File: src/rtl/dvbc_qam_demapper.sv
// DVB-C QAM symbol demapper: undoes the differential coding of the two MSBs
// of each m-tuple (16..256-QAM) and repacks the tuples MSB-first into bytes.
module dvbc_qam_demapper (
  input  logic       clk_i,
  input  logic       rst_i,
  input  logic [2:0] qam_mode_i,
  input  logic       sync_i,
  input  logic [7:0] sym_i,
  input  logic       sym_valid_i,
  output logic       sym_ready_o,
  output logic [7:0] byte_o,
  output logic       byte_valid_o,
  input  logic       byte_ready_i
);

  // Left-aligned bit buffer; valid bits are r_acc[15 -: r_cnt].
  logic [15:0] r_acc;
  logic [3:0]  r_cnt;
  logic        r_ref_i;
  logic        r_ref_q;

  logic [3:0]  w_m;
  logic [3:0]  w_shift;
  logic [7:0]  w_aligned;
  logic        w_i;
  logic        w_q;
  logic        w_ref_i;
  logic        w_ref_q;
  logic        w_d;
  logic        w_a;
  logic        w_b;
  logic [7:0]  w_tuple;
  logic        w_pop;
  logic        w_push;
  logic [15:0] w_base_acc;
  logic [3:0]  w_base_cnt;
  logic [15:0] w_ins;
  logic [15:0] w_keep;
  logic [15:0] w_acc_nxt;
  logic [3:0]  w_cnt_nxt;

  // Handshake and output view of the buffer
  assign byte_valid_o = r_cnt[3];
  assign byte_o       = r_acc[15:8];
  assign sym_ready_o  = ~r_cnt[3] | byte_ready_i;
  assign w_pop        = byte_valid_o & byte_ready_i;
  assign w_push       = sym_valid_i & sym_ready_o;

  // Bits per symbol from the runtime constellation selection
  always_comb begin
    w_m = 4'd8;
    case (qam_mode_i)
      3'd0:    w_m = 4'd4;
      3'd1:    w_m = 4'd5;
      3'd2:    w_m = 4'd6;
      3'd3:    w_m = 4'd7;
      default: w_m = 4'd8;
    endcase
  end

  // Differential decode; the symbol is left-aligned first so I/Q always sit
  // at bits 7/6 and the unused low bits fill with zeros.
  always_comb begin
    w_shift   = 4'd8 - w_m;
    w_aligned = sym_i << w_shift;
    w_i       = w_aligned[7];
    w_q       = w_aligned[6];
    w_ref_i   = sync_i ? 1'b0 : r_ref_i;
    w_ref_q   = sync_i ? 1'b0 : r_ref_q;
    w_d       = w_i ^ w_q ^ w_ref_i ^ w_ref_q;
    w_a       = w_d ? (w_i ^ w_ref_q) : (w_i ^ w_ref_i);
    w_b       = w_d ? (w_q ^ w_ref_i) : (w_q ^ w_ref_q);
    w_tuple   = {w_a, w_b, w_aligned[5:0]};
  end

  // Next buffer contents: pop first, then append the tuple behind what remains
  always_comb begin
    w_base_acc = w_pop ? {r_acc[7:0], 8'h00} : r_acc;
    if (sync_i)
      w_base_cnt = '0;
    else if (w_pop)
      w_base_cnt = r_cnt - 4'd8;
    else
      w_base_cnt = r_cnt;
    w_ins     = {w_tuple, 8'h00} >> w_base_cnt;
    w_keep    = ~(16'hFFFF >> w_base_cnt);
    w_acc_nxt = w_base_acc;
    w_cnt_nxt = w_base_cnt;
    if (w_push) begin
      w_acc_nxt = (w_base_acc & w_keep) | w_ins;
      w_cnt_nxt = w_base_cnt + w_m;
    end
  end

  // Buffer, fill count and differential reference registers
  always_ff @(posedge clk_i or posedge rst_i) begin
    if (rst_i) begin
      r_acc   <= '0;
      r_cnt   <= '0;
      r_ref_i <= 1'b0;
      r_ref_q <= 1'b0;
    end else begin
      r_acc <= w_acc_nxt;
      r_cnt <= w_cnt_nxt;
      if (w_push) begin
        r_ref_i <= w_i;
        r_ref_q <= w_q;
      end else if (sync_i) begin
        r_ref_i <= 1'b0;
        r_ref_q <= 1'b0;
      end
    end
  end

endmodule

File: config.mk
export PLATFORM = sky130hd
export DESIGN_NAME = dvbc_qam_demapper
export DESIGN_NICKNAME = d
export VERILOG_FILES = /design/src/rtl/dvbc_qam_demapper.sv
export SDC_FILE = /design/constraint.sdc
export NUM_CORES = 1
export LEC_CHECK = 0
export CORE_MARGIN = 2
export CORE_UTILIZATION = 50
export DETAILED_ROUTE_END_ITERATION = 10
export PLACE_DENSITY = 0.76
export SLEW_MARGIN = 20
export SYNTH_ARGS = -nofsm -noshare
export SYNTH_HDL_FRONTEND = slang
export SYNTH_SLANG_ARGS = --single-unit
File: constraint.sdc
create_clock -name clk_i -period 3.2 [get_ports clk_i]
set_input_delay 0.48 -clock clk_i [delete_from_list [all_inputs] [get_ports clk_i]]
set_output_delay 0.48 -clock clk_i [all_outputs]
set_load 0.01 [all_outputs]
==> impl_metrics.json <==
{
  "synth_enable_flop_cells": 0,
  "endpoint_kind": "flop",
  "synth_warnings": 0,
  "cts_tree": "done",
  "core_area_sq_um": 4030,
  "antenna_found_initial": 0,
  "clkTransAtPathRegs_ns": 0.09,
  "cp.arrival_ns": 3.19,
  "cp_cell_sequence": "clkdlybuf4s50_1 -> nor2b_1 -> inv_1 -> ha_2 -> buf_4 -> mux2i_1 -> o21ai_2 -> o22ai_1 -> mux2_2 -> nor2_2 -> o2bb2ai_1 -> a221o_1",
  "outcome": "complete, no violations",
  "synth_top_area_cell": "dfrtp_1",
  "synth_top_cell_area_share_pct": 26.1,
  "grt_pass1_wl_microns": 9460,
  "critical_path_cell_count": 12,
  "layout-drive-gt1-share_pct": 19.4,
  "p_per_area_nw_per_um2": 431,
  "synthToLayoutAreaGrowth_pct": 24.8,
  "slowest_delay_ns": 0.46,
  "placed_area_sq_um": 2530,
  "globalplace.congestion": 0.974,
  "max_slew.worst_pin.slew_ns": 0.871,
  "layout.area.seq_sq_um": 551,
  "start_util_pct": 52.3,
  "maxSlewViolCount": 0,
  "postSynthAreaPerCell_sq_um": 8.36,
  "rr_worst_depth": 8,
  "remaining_drc_errors": 0,
  "dieArea_sq_um": 4750,
  "hpwl_microns": 4420,
  "fmaxAchievable_mhz": 330,
  "avgViaCountPerCell": 6.24,
  "synth_top_family_by_area": "compound AO/OA/AOI/OAI gates",
  "slowest_stage": "clkdlybuf4s50_1",
  "crit_family": "compound AO/OA/AOI/OAI gates",
  "io_buffers": 25,
  "syn_nets": 273,
  "multi_input_area_sq_um": 1420,
  "grt_max_degree": 23,
  "max-clock-path-buffers": 2,
  "fin_crit_sh_pct": 94.6,
  "tns_ns": 0,
  "synthArstFlopShare_pct": 100,
  "rsz0062_at_grt": "no",
  "cts_root_buffer": "clkbuf_8",
  "relSlewSlack_pct": 41.8,
  "synth_area_leaders": "dfrtp_1 (26%), mux2i_1 (10%), nand2_1 (3.7%)",
  "place_inst": 334,
  "die_x_microns": 68.9,
  "fin_area_sq_um": 2630,
  "hold_ws_ns": 0.489,
  "vias": 2109,
  "synth-seq-cells": 22,
  "synth_flop_cell": "dfrtp_1",
  "io_pins": 26,
  "die_h_microns": 68.9,
  "nFillCells": 349,
  "setup.worst_path.start_class": "input pin",
  "cts_sinks": 22,
  "routed_wl_microns": 5710,
  "cp_num_buf_inv": 3,
  "crit_path_max_fanout": 8,
  "detail_route.wl_per_cell_microns": 16.9,
  "hold_viol": 0,
  "synthMuxAreaShare_pct": 16.9,
  "rows": 23,
  "antenna_left": 0,
  "cts_buffers": 3,
  "synth_adder_area_share_pct": 3.33,
  "hold_depth": 2,
  "max_cap_viol_count": 0,
  "grt_pass1_vias": 1992,
  "seq_area_frac_synth_pct": 26.1,
  "finalClockSkew_ns": 0.0138,
  "ys_top_cells_by_count": "dfrtp_1 (22), mux2i_1 (21), nand2_1 (21), clkbuf_1 (15), o21ai_0 (15)",
  "setup_violations": 0,
  "n_antenna_cell": 0,
  "synthesis.area_sq_um": 2110,
  "fin_cells": 338,
  "grt.overflow.total": 0,
  "yosysUniqueCellTypes": 54,
  "synth-xor-area-share_pct": 1.66,
  "initialDrtViolationCount": 141,
  "leakagePower_nw": 1.15,
  "syn_inst": 252,
  "groute.usage.overall_pct": 26.6,
  "synth_compound_area_share_pct": 22.3,
  "clock_latency_ns": 0.27,
  "nets": 310,
  "hold_class": "flop to flop",
  "drt_pass1_iterations": 4,
  "synth_most_common_cell": "dfrtp_1",
  "critPathRequiredTime_ns": 3.36,
  "synthSimpleGateAreaFrac_pct": 22.0,
  "htreeDepth": 1,
  "critical_path_class": "input pin to flop",
  "fin_crit_ns": 3.03,
  "max-vdd-ir-drop_mv": 0.283
}
## state kept, by name, indices dropped and copies added (netlist names)
name,count
r_ref_q,1
r_acc,16
r_cnt,4
r_ref_i,1
## path summary, 6_finish.rpt
kind | startpoint | endpoint | slack (ns)
hold / removal | r_acc[4]$_DFF_PP0_ | r_acc[4]$_DFF_PP0_ | 0.49
setup reg to reg | r_cnt[0]$_DFF_PP0_ | r_acc[6]$_DFF_PP0_ | 0.86
min in group asynchronous | rst_i | r_acc[4]$_DFF_PP0_ | 0.68
max in group asynchronous | rst_i | r_cnt[0]$_DFF_PP0_ | 1.97
hold reg to reg | r_acc[4]$_DFF_PP0_ | r_acc[4]$_DFF_PP0_ | 0.49
setup / recovery | qam_mode_i[0] | r_acc[9]$_DFF_PP0_ | 0.17
## cell usage in the layout, fill, tap and decap left out, types with 5 or more instances in the layout
master           synthesis  final
a22oi_1                  6      6
clkdlybuf4s50_1          0     25
inv_1                    5      5
buf_4                    9     33
mux2_2                   6      6
nand3_1                 12     12
nor2_1                  14     14
nor3_1                   6      6
nand2b_1                 8      8
o22ai_1                  7      7
mux2i_1                 21     20
o21ai_0                 15     15
dfrtp_1                 22     22
a21oi_1                  9      9
and2_1                   6      6
nand2_1                 21     21
## cell families (layout without fill, tap and decap cells)
logic type                 after synthesis  after routing
and+or+nand+nor                         89             89
AOI/OAI and AO/OA                       67             67
buffers and inverters                   34             70
muxes                                   31             31
DFF                                     22             22
adders and majority gates                5              5
xor gates and xnor gates                 4              4
## tightest hold or removal path: stages (launching register included)
cell and delay, ns:
dfrtp_1 0.36, nand2_1 0.05, o21ai_0 0.06
## per-stage QoR
stage,power [W],utilization [%],worst slack (ns)
2_1_floorplan,0.000684,-,0.0188
3_3_place_gp,0.000844,62.9,-0.270
3_5_place_dp,0.000857,62.9,-0.382
4_1_cts,0.00112,64.8,0.0647
5_1_grt,0.00120,65.3,0.00561
6_report,0.00113,65.3,0.172
## report_power, final
part | total [W] | internal (W) | switching (W)
registers | 0.000370 | 0.000320 | 0.0000495
clock network | 0.000265 | 0.000167 | 0.0000978
logic | 0.000498 | 0.000253 | 0.000244
## layer usage
layer	vias to the layer above	share of wire, %	global-route usage (%)
li1	999	-	-
met1	1040	45	36.9
met2	60	48	44.7
met3	10	5.3	2.92
met4	0	1.3	5.64
met5	-	0	0
## final cells by class
class                      instances  area share, %
clock buffer                       3           1.57
clock inverter                     1           1.14
inverter                           8           1.14
multi-input combinational        196           53.9
sequential                        22           20.9
tap                               50           2.38
timing repair buffer              58           18.9
## repair_timing
item | 4_1_cts | 5_1_grt
setup endpoints to repair | 1 | 6
buffers inserted | 0 | 0
hold buffers | 0 | 0
gates resized for setup | 2 | 6
Note: power is estimated with default switching activity, not from simulation.
